**config.mk**
```make
export PLATFORM = sky130hd
export DESIGN_NAME = second_counter
export DESIGN_NICKNAME = d
export VERILOG_FILES = /design/src/rtl/second_counter.sv
export SDC_FILE = /design/constraint.sdc
export NUM_CORES = 1
export LEC_CHECK = 0
export CAP_MARGIN = 20
export CELL_PAD_IN_SITES_DETAIL_PLACEMENT = 0
export CELL_PAD_IN_SITES_GLOBAL_PLACEMENT = 1
export CORE_ASPECT_RATIO = 0.8
export CORE_UTILIZATION = 48
export DETAILED_ROUTE_END_ITERATION = 10
export GPL_ROUTABILITY_DRIVEN = 0
export PLACE_DENSITY_LB_ADDON = 0.1
export SLEW_MARGIN = 20
export SYNTH_ARGS = -nofsm -noshare
export SYNTH_HDL_FRONTEND = slang
export SYNTH_SLANG_ARGS = --single-unit
```
**constraint.sdc**
```tcl
create_clock -name clk -period 8 [get_ports clk]
set_input_delay 0.8 -clock clk [delete_from_list [all_inputs] [get_ports clk]]
set_output_delay 0.8 -clock clk [all_outputs]
set_load 0.02 [all_outputs]
```
**src/rtl/second_counter.sv**
```systemverilog
`default_nettype none
// ============================================================================
// Module      : second_counter
// Description : Seconds stage of the clock datapath. Divides clk down to a
//               once-per-second tick, counts seconds 0..59, emits a one-cycle
//               ClkSecond pulse per tick and a one-cycle ClkMinute pulse on
//               the counted 59->0 wrap. In edit mode counting freezes and the
//               active-low KeyPlus/KeyMinus keys step the selected digit.
// Revision    : 1.0 - initial release
// ============================================================================
module second_counter #(
  parameter int TICK_DIV = 50_000_000
) (
  input  logic       clk,
  input  logic       reset,
  input  logic       EditMode,
  input  logic [2:0] EditPos,
  input  logic [1:0] screen,
  input  logic       KeyPlus,
  input  logic       KeyMinus,
  output logic [5:0] seconds,
  output logic       ClkSecond,
  output logic       ClkMinute
);

  // Prescaler is at least one bit wide so TICK_DIV=1 still builds; with a
  // terminal count of 0 it then ticks on every edge.
  localparam int              C_PRESCALE_W = (TICK_DIV > 1) ? $clog2(TICK_DIV) : 1;
  localparam logic [C_PRESCALE_W-1:0] C_LAST  = C_PRESCALE_W'(TICK_DIV - 1);
  localparam logic [C_PRESCALE_W-1:0] C_ONE   = C_PRESCALE_W'(1);

  logic [C_PRESCALE_W-1:0] r_prescale;
  logic                    r_plus_q;
  logic                    r_minus_q;

  logic [5:0] w_ones;
  logic       w_plus_press;
  logic       w_minus_press;
  logic       w_edit_en;
  logic       w_step;
  logic [5:0] w_edit_val;

  // Key press detection and the digit-wise edited seconds value.
  always_comb begin
    w_ones        = seconds % 6'd10;
    w_plus_press  = r_plus_q  & ~KeyPlus;
    w_minus_press = r_minus_q & ~KeyMinus;
    w_edit_en     = EditMode & (screen == 2'd0) & (EditPos <= 3'd1);
    // Simultaneous presses cancel out; a lone press produces one step.
    w_step        = w_edit_en & (w_plus_press ^ w_minus_press);
    w_edit_val    = seconds;
    if (EditPos == 3'd0) begin
      // Ones digit wraps inside its own decade, no carry into tens.
      if (w_plus_press) begin
        w_edit_val = (w_ones == 6'd9) ? seconds - 6'd9 : seconds + 6'd1;
      end else begin
        w_edit_val = (w_ones == 6'd0) ? seconds + 6'd9 : seconds - 6'd1;
      end
    end else begin
      // Tens digit wraps 0..5, ones digit untouched.
      if (w_plus_press) begin
        w_edit_val = (seconds >= 6'd50) ? seconds - 6'd50 : seconds + 6'd10;
      end else begin
        w_edit_val = (seconds < 6'd10) ? seconds + 6'd50 : seconds - 6'd10;
      end
    end
  end

  // Prescaler, seconds count, registered tick pulses, key history and edits.
  always_ff @(posedge clk) begin
    if (reset) begin
      r_prescale <= '0;
      r_plus_q   <= 1'b1;
      r_minus_q  <= 1'b1;
      seconds    <= 6'd0;
      ClkSecond  <= 1'b0;
      ClkMinute  <= 1'b0;
    end else begin
      r_plus_q  <= KeyPlus;
      r_minus_q <= KeyMinus;
      ClkSecond <= 1'b0;
      ClkMinute <= 1'b0;
      if (EditMode) begin
        // Holding the prescaler at zero makes the first tick after leaving
        // edit mode land exactly TICK_DIV edges later.
        r_prescale <= '0;
        if (w_step) begin
          seconds <= w_edit_val;
        end
      end else if (r_prescale == C_LAST) begin
        r_prescale <= '0;
        ClkSecond  <= 1'b1;
        ClkMinute  <= (seconds == 6'd59);
        seconds    <= (seconds == 6'd59) ? 6'd0 : seconds + 6'd1;
      end else begin
        r_prescale <= r_prescale + C_ONE;
      end
    end
  end

endmodule
`default_nettype wire
```
==> flow_metrics.tcl, run 1 <==
set metrics [dict create \
    dpl.hpwl_um 4660 \
    cp_slowest_cell "dfxtp_1" \
    hold_violations 0 \
    tns_ps 0 \
    worst_clock_skew_ps 6.687 \
    initial_core_util_pct 50.05 \
    cts_sinks 36 \
    fin_cells 435 \
    cts-root-buf "clkbuf_8" \
    yosys_warnings 0 \
    status "finished, final reports clean" \
    grt_pass1_wl_um 11190 \
    critPathMaxFanout 19 \
    drive_above_1_share_pct 7.283 \
    setup_violations 0 \
    drv_slew 0 \
    yosys_register_bits 36 \
    h-tree-depth 2 \
    preCtsSetupSlack_ps 3233 \
    area_growth_pct 10.75 \
    ys_types 66 \
    port-buffer-count 17 \
    synthFlopType "dfxtp_1" \
    rsz0062_at_grt "no" \
    tritoncts "built" \
    fin_util_pct 55.43 \
    critPathLaunchType "flop" \
    n_fill_cell 551 \
    max_freq_ghz 0.2044 \
    synth_area_um2 2735 \
    clk_latency_ps 290 \
    final_antenna_net_count 0 \
    hp-class "flop to flop" \
    cts_buffers 5 \
    die_h_um 69.52 \
    die-area_um2 6006 \
    clock_path_buffers 2 \
    endpoint_kind "flop" \
    hold_buffers 0 \
    slew_headroom_pct 34.90 \
    place_inst 427 \
    slowest_delay_ps 780 \
    drtIter0Drc 170 \
    pin_count 18 \
    dr.pass1.iters 5 \
    vdd_ir_drop_max_v 0.00007708 \
    grt-ovfl-total 0 \
    synthArstFlopShare_pct 0 \
    power_density_nw_per_um2 116.3 \
    syn_inst 349 \
    cts_resized 0 \
    critPathKind "flop to flop" \
    crit_path_cell_trace "clkinv_1 -> ha_1 -> nand2b_1 -> a21o_1 -> nand3_1 -> a211o_1 -> o21ai_0 -> nand4b_1 -> ha_1 -> a21o_1 -> a21oi_1 -> nand2_1 -> a21oi_1 -> xnor2_1 -> xnor2_1 -> o311ai_0 -> o21ai_1" \
    yosysSeqAreaShare_pct 26.35 \
    period_share_pct 61.17 \
    crit_required_ps 8180 \
    antenna_found_initial 0 \
    fin_ws_ps 3107 \
    synth_edf_count 0 \
    grt_usage_pct 23.17 \
    fp.dieW_um 86.40 \
    p_leak_nw 1.031 \
    layout_commonest_cell "dfxtp_1" \
    cap_viol_max_count 0 \
    dr_total_vias 2583 \
    diodes 0 \
    rows 24 \
    drc_errors 0 \
    layout_common_cells "dfxtp_1 (36), nor2_1 (35), nand3_1 (23), o21ai_0 (23), nand2_1 (23)" \
    path_clk_slew_ps 80 \
    worstPathArrival_ps 5080 \
    grt_pass1_vias 2286 \
    finalNetCount 383 \
    drt-total-wl_um 6562 \
    core-area_um2 5465 \
    period_needed_ps 4893 \
    avgSynthCellArea_um2 7.837 \
    route.detailed.wl_per_inst_um 15.09 \
    grt_max_degree 26 \
    viasPerCell 5.938 \
    worst-slew-pin-transition_ps 969.0 \
    synthesis.nets 376 \
    postCtsSetupBuffers 0 \
]
-- routing by layer --
metal	part of all wire, %	global-route usage, %	vias up
met1	53	37.05	1201
li1	-	-	1292
met2	40	31.83	82
met5	0	0	-
met4	0.49	5.185	0
met3	6.1	3.810	8
-- where the power goes --
part            total, W  leakage (nW)  internal, W  switching, W
combinational  0.0000345         0.699    0.0000143     0.0000203
sequential      0.000182         0.291     0.000180    0.00000175
clock           0.000136        0.0404    0.0000617     0.0000739
total           0.000352          1.03     0.000256     0.0000959
-- critical path, delay by kind of cell (launching register included) --
kind / cells / cell delay (ps)
adders and majority gates: 2 / 760
and+or+nand+nor: 4 / 860
buffers and inverters: 1 / 480
AOI/OAI and AO/OA: 8 / 1660
xor gates and xnor gates: 2 / 230
DFF: 1 / 780
-- synthesized netlist by cell type, drive strengths merged, types with 4 or more instances --
| master | count | area (um^2) |
|---|---|---|
| a21oi | 22 | 110.1 |
| a31oi | 6 | 43.79 |
| mux2i | 5 | 50.05 |
| dfxtp | 36 | 720.7 |
| ha | 16 | 200.2 |
| and3 | 7 | 46.29 |
| nand4 | 10 | 62.56 |
| nand2 | 23 | 86.33 |
| clkbuf | 15 | 56.30 |
| nor2b | 6 | 45.04 |
| nor4 | 4 | 46.29 |
| o211ai | 7 | 57.55 |
| inv | 7 | 26.27 |
| xor2 | 15 | 131.4 |
| nand2b | 6 | 40.04 |
| nor3 | 8 | 45.04 |
| xnor2 | 12 | 105.1 |
| nand3 | 23 | 115.1 |
| o21ai | 24 | 120.1 |
| or3 | 9 | 62.56 |
| nor2 | 35 | 131.4 |
-- area by class of cell --
class | instances | area [um^2] | area share (%)
multi-input cells | 286 | 1907 | 62.95
repair buffers | 18 | 177.7 | 5.865
clock buffers | 5 | 68.82 | 2.272
inverters | 9 | 33.78 | 1.115
flip-flops and latches | 36 | 720.7 | 23.79
well taps | 78 | 97.59 | 3.222
clock inverters | 3 | 23.77 | 0.7848
-- through the flow --
stage                     instance area (um^2)  hold WS, ps  total power, W
after global routing                      3029        509.7       0.0003687
after floorplan                           2735        429.7       0.0002091
final                                     3029        470.7       0.0003522
after CTS                                 3029        476.7       0.0003558
after detailed placement                  2937        456.6       0.0002203
after global placement                    2937        442.3       0.0002203
-- cell families after synthesis --
kind of cell	count (synthesis)	synth area share, %
AO/OA/AOI/OAI	87	20.49
AND/OR/NAND/NOR	148	29.92
XOR/XNOR	27	8.646
adder cells (fa/ha/maj)	18	8.417
flip-flops	36	26.35
buffers and inverters	27	3.934
multiplexers	6	2.242
-- path summary, 6_finish.rpt --
check,from,to,slack (ps),depth (start not counted)
hold / removal,r_prescale[0],r_prescale[0],470,1
setup / recovery,seconds[2],seconds[5],3110,17
setup reg to reg,seconds[2],seconds[5],3110,17
hold reg to reg,r_prescale[0],r_prescale[0],470,1
-- flip-flops by register name, summed over array words and instances (netlist names) --
signal	cells
ClkMinute	1
r_plus_q	1
r_minus_q	1
ClkSecond	1
r_prescale	26
seconds	6
No activity file was read; power rests on OpenSTA's default activity.
==> run 2: changes to the inputs <==
--- a/config.mk
+++ b/config.mk
@@ -9,7 +9,7 @@
 export CELL_PAD_IN_SITES_DETAIL_PLACEMENT = 0
 export CELL_PAD_IN_SITES_GLOBAL_PLACEMENT = 1
 export CORE_ASPECT_RATIO = 0.8
-export CORE_UTILIZATION = 48
+export CORE_UTILIZATION = 40
 export DETAILED_ROUTE_END_ITERATION = 10
 export GPL_ROUTABILITY_DRIVEN = 0
 export PLACE_DENSITY_LB_ADDON = 0.1
==> constraint.sdc (replaced) <==
create_clock -name clk -period 4.3 [get_ports clk]
set_input_delay 0.43 -clock clk [delete_from_list [all_inputs] [get_ports clk]]
set_output_delay 0.43 -clock clk [all_outputs]
set_load 0.02 [all_outputs]
==> run 2 against run 1 <==
Effect of this change: clock power grew 85%; fmax grew 25%; register-to-register slack lost 2700 ps; critical path depth shrank 2.
==> flow_metrics.tcl, run 2 (same netlist as run 1, synthesis figures left out) <==
set metrics [dict create \
    grt-ovfl-total 0 \
    diodes 0 \
    antenna_found_initial 0 \
    period_share_pct 90.82 \
    crit_required_ps 4510 \
    setup_violations 0 \
    status "finished, final reports clean" \
    worst-slew-pin-transition_ps 986.9 \
    viasPerCell 5.822 \
    p_clk_share_pct 38.2 \
    final_antenna_net_count 0 \
    grt_max_degree 26 \
    critPathKind "flop to flop" \
    tritoncts "built" \
    pwr-share-comb_pct 10.3 \
    r2r_slack_ps 390 \
    internal-power_w 0.0004795 \
    met1Wirelength_um 3520 \
    period_needed_ps 3905 \
    critPathMaxFanout 11 \
    top_register "r_prescale" \
    endpoint_kind "flop" \
    layout_common_cells "dfxtp_1 (35), nor2_1 (35), nand3_1 (23), o21ai_0 (23), nand2_1 (23)" \
    finalNetCount 392 \
    cts_buffers 5 \
    seqPwrFrac_pct 51.5 \
    path_clk_slew_ps 80 \
    dr.pass1.iters 4 \
    max_freq_ghz 0.2561 \
    vdd_ir_drop_max_v 0.0001319 \
    r2r.worst_path.cells 15 \
    rsz0062_at_grt "no" \
    grt_pass1_vias 2446 \
    rr_endpoint "seconds[3]" \
    dr_total_vias 2620 \
    worstPathArrival_ps 4120 \
    n_fill_cell 668 \
    dpl.hpwl_um 5051 \
    worstSetupEndpoint "seconds[3]" \
    h-tree-depth 2 \
    highest_layer "met4" \
    hold_violations 0 \
    clk_latency_ps 290 \
    drc_errors 0 \
    wl_met3_um 513 \
    area_growth_pct 13.40 \
    r2r_start "seconds[4]" \
    port-buffer-count 17 \
    preCtsSetupSlack_ps 367.8 \
    worst_clock_skew_ps 9.427 \
    core-area_um2 6506 \
    p_leak_nw 1.079 \
    placed_area_um2 3012 \
    grt_usage_pct 21.05 \
    drv_slew 0 \
    power_density_nw_per_um2 211.6 \
    clock_path_buffers 2 \
    drtIter0Drc 153 \
    p_switching_w 0.0001769 \
    met2_length_um 2795 \
    pin_count 18 \
    largest_reg_flops 26 \
    reg_top3 "r_prescale: 26 flops, seconds: 6 flops" \
    postCtsSetupBuffers 0 \
    cts_sinks 36 \
    route.detailed.wl_per_inst_um 15.29 \
    p_sw_share_pct 26.95 \
    stdcell_area_um2 3102 \
    rows 26 \
    holdWs_ps 477.4 \
    cts-root-buf "clkbuf_8" \
    hp-class "flop to flop" \
    critPathLaunch "seconds[4]" \
    die_h_um 75.96 \
    fin_ws_ps 394.9 \
    slew_headroom_pct 33.70 \
    drt-total-wl_um 6879 \
    grt_pass1_wl_um 11990 \
    critPathLaunchType "flop" \
    die-area_um2 7174 \
    initial_core_util_pct 42.04 \
    cap_viol_max_count 0 \
    tns_ps 0 \
    drive_above_1_share_pct 9.563 \
    fp.dieW_um 94.45 \
]
## run 2: changes by cell type in the layout (fill, tap and decap cells not counted), sizes merged
| cell | delta |
|---|---|
| buf | +9 |
| clkbuf | +1 |
| clkinvlp | -1 |
## run 2: final cells by class
class / instances / area, um^2 / area share (%)
sequential: 36 / 721.9 / 23.28
tap: 84 / 105.1 / 3.388
timing repair buffer: 27 / 245.2 / 7.906
inverter: 9 / 33.78 / 1.089
multi-input combinational: 286 / 1907 / 61.48
clock inverter: 2 / 16.27 / 0.5244
clock buffer: 6 / 72.57 / 2.340
## run 2: per-layer routing
metal | up-vias | global-route usage (%)
met2 | 75 | 29.71
li1 | 1316 | -
met4 | 0 | 5.000
met5 | - | 0
met1 | 1223 | 31.80
met3 | 6 | 4.920
## run 2: how the worst min path moves through the flow
stage	endpoint	start	slack (ps)	depth (start not counted)
floorplan	r_prescale[0]	r_prescale[0]	430	1
global placement	r_prescale[0]	r_prescale[0]	450	1
detailed placement	r_prescale[0]	r_prescale[0]	460	1
CTS	r_prescale[0]	r_prescale[0]	480	1
global route	r_prescale[0]	r_prescale[0]	500	1
finish	r_prescale[0]	r_prescale[0]	480	1
## run 2: metrics by stage
stage	std cells	power, W	util (%)
after floorplan	349	0.0003890	-
after global placement	442	0.0004142	46.29
after detailed placement	442	0.0004137	46.29
after CTS	450	0.0006630	47.65
after global routing	450	0.0006889	47.67
final	450	0.0006564	47.67
## run 2: critical path, cell delays in order (launching register included)
cell and delay [ps]:
dfxtp_1 570, inv_1 210, ha_1 310, a31oi_2 380, o21a_1 190, o22a_1 200
o21bai_1 80, nand4b_1 230, buf_4 210, ha_1 310, a21oi_1 220, or4_1 140
nand3_1 70, a211o_1 280, a32o_1 270, nor3_2 150
## run 2: power by group through the flow
| stage | Combinational, W | Sequential, W | Clock (W) |
|---|---|---|---|
| floorplan | 0.0000432 | 0.000346 | 0 |
| global placement | 0.0000681 | 0.000346 | 0 |
| detailed placement | 0.0000676 | 0.000346 | 0 |
| CTS | 0.0000677 | 0.000338 | 0.000257 |
| global route | 0.0000751 | 0.000339 | 0.000275 |
| finish | 0.0000676 | 0.000338 | 0.000251 |
## run 2: what timing repair did
action,CTS,global route
gates resized for setup,0,1
hold buffers,0,0
setup endpoints to repair,0,3
hold endpoints to repair,0,0
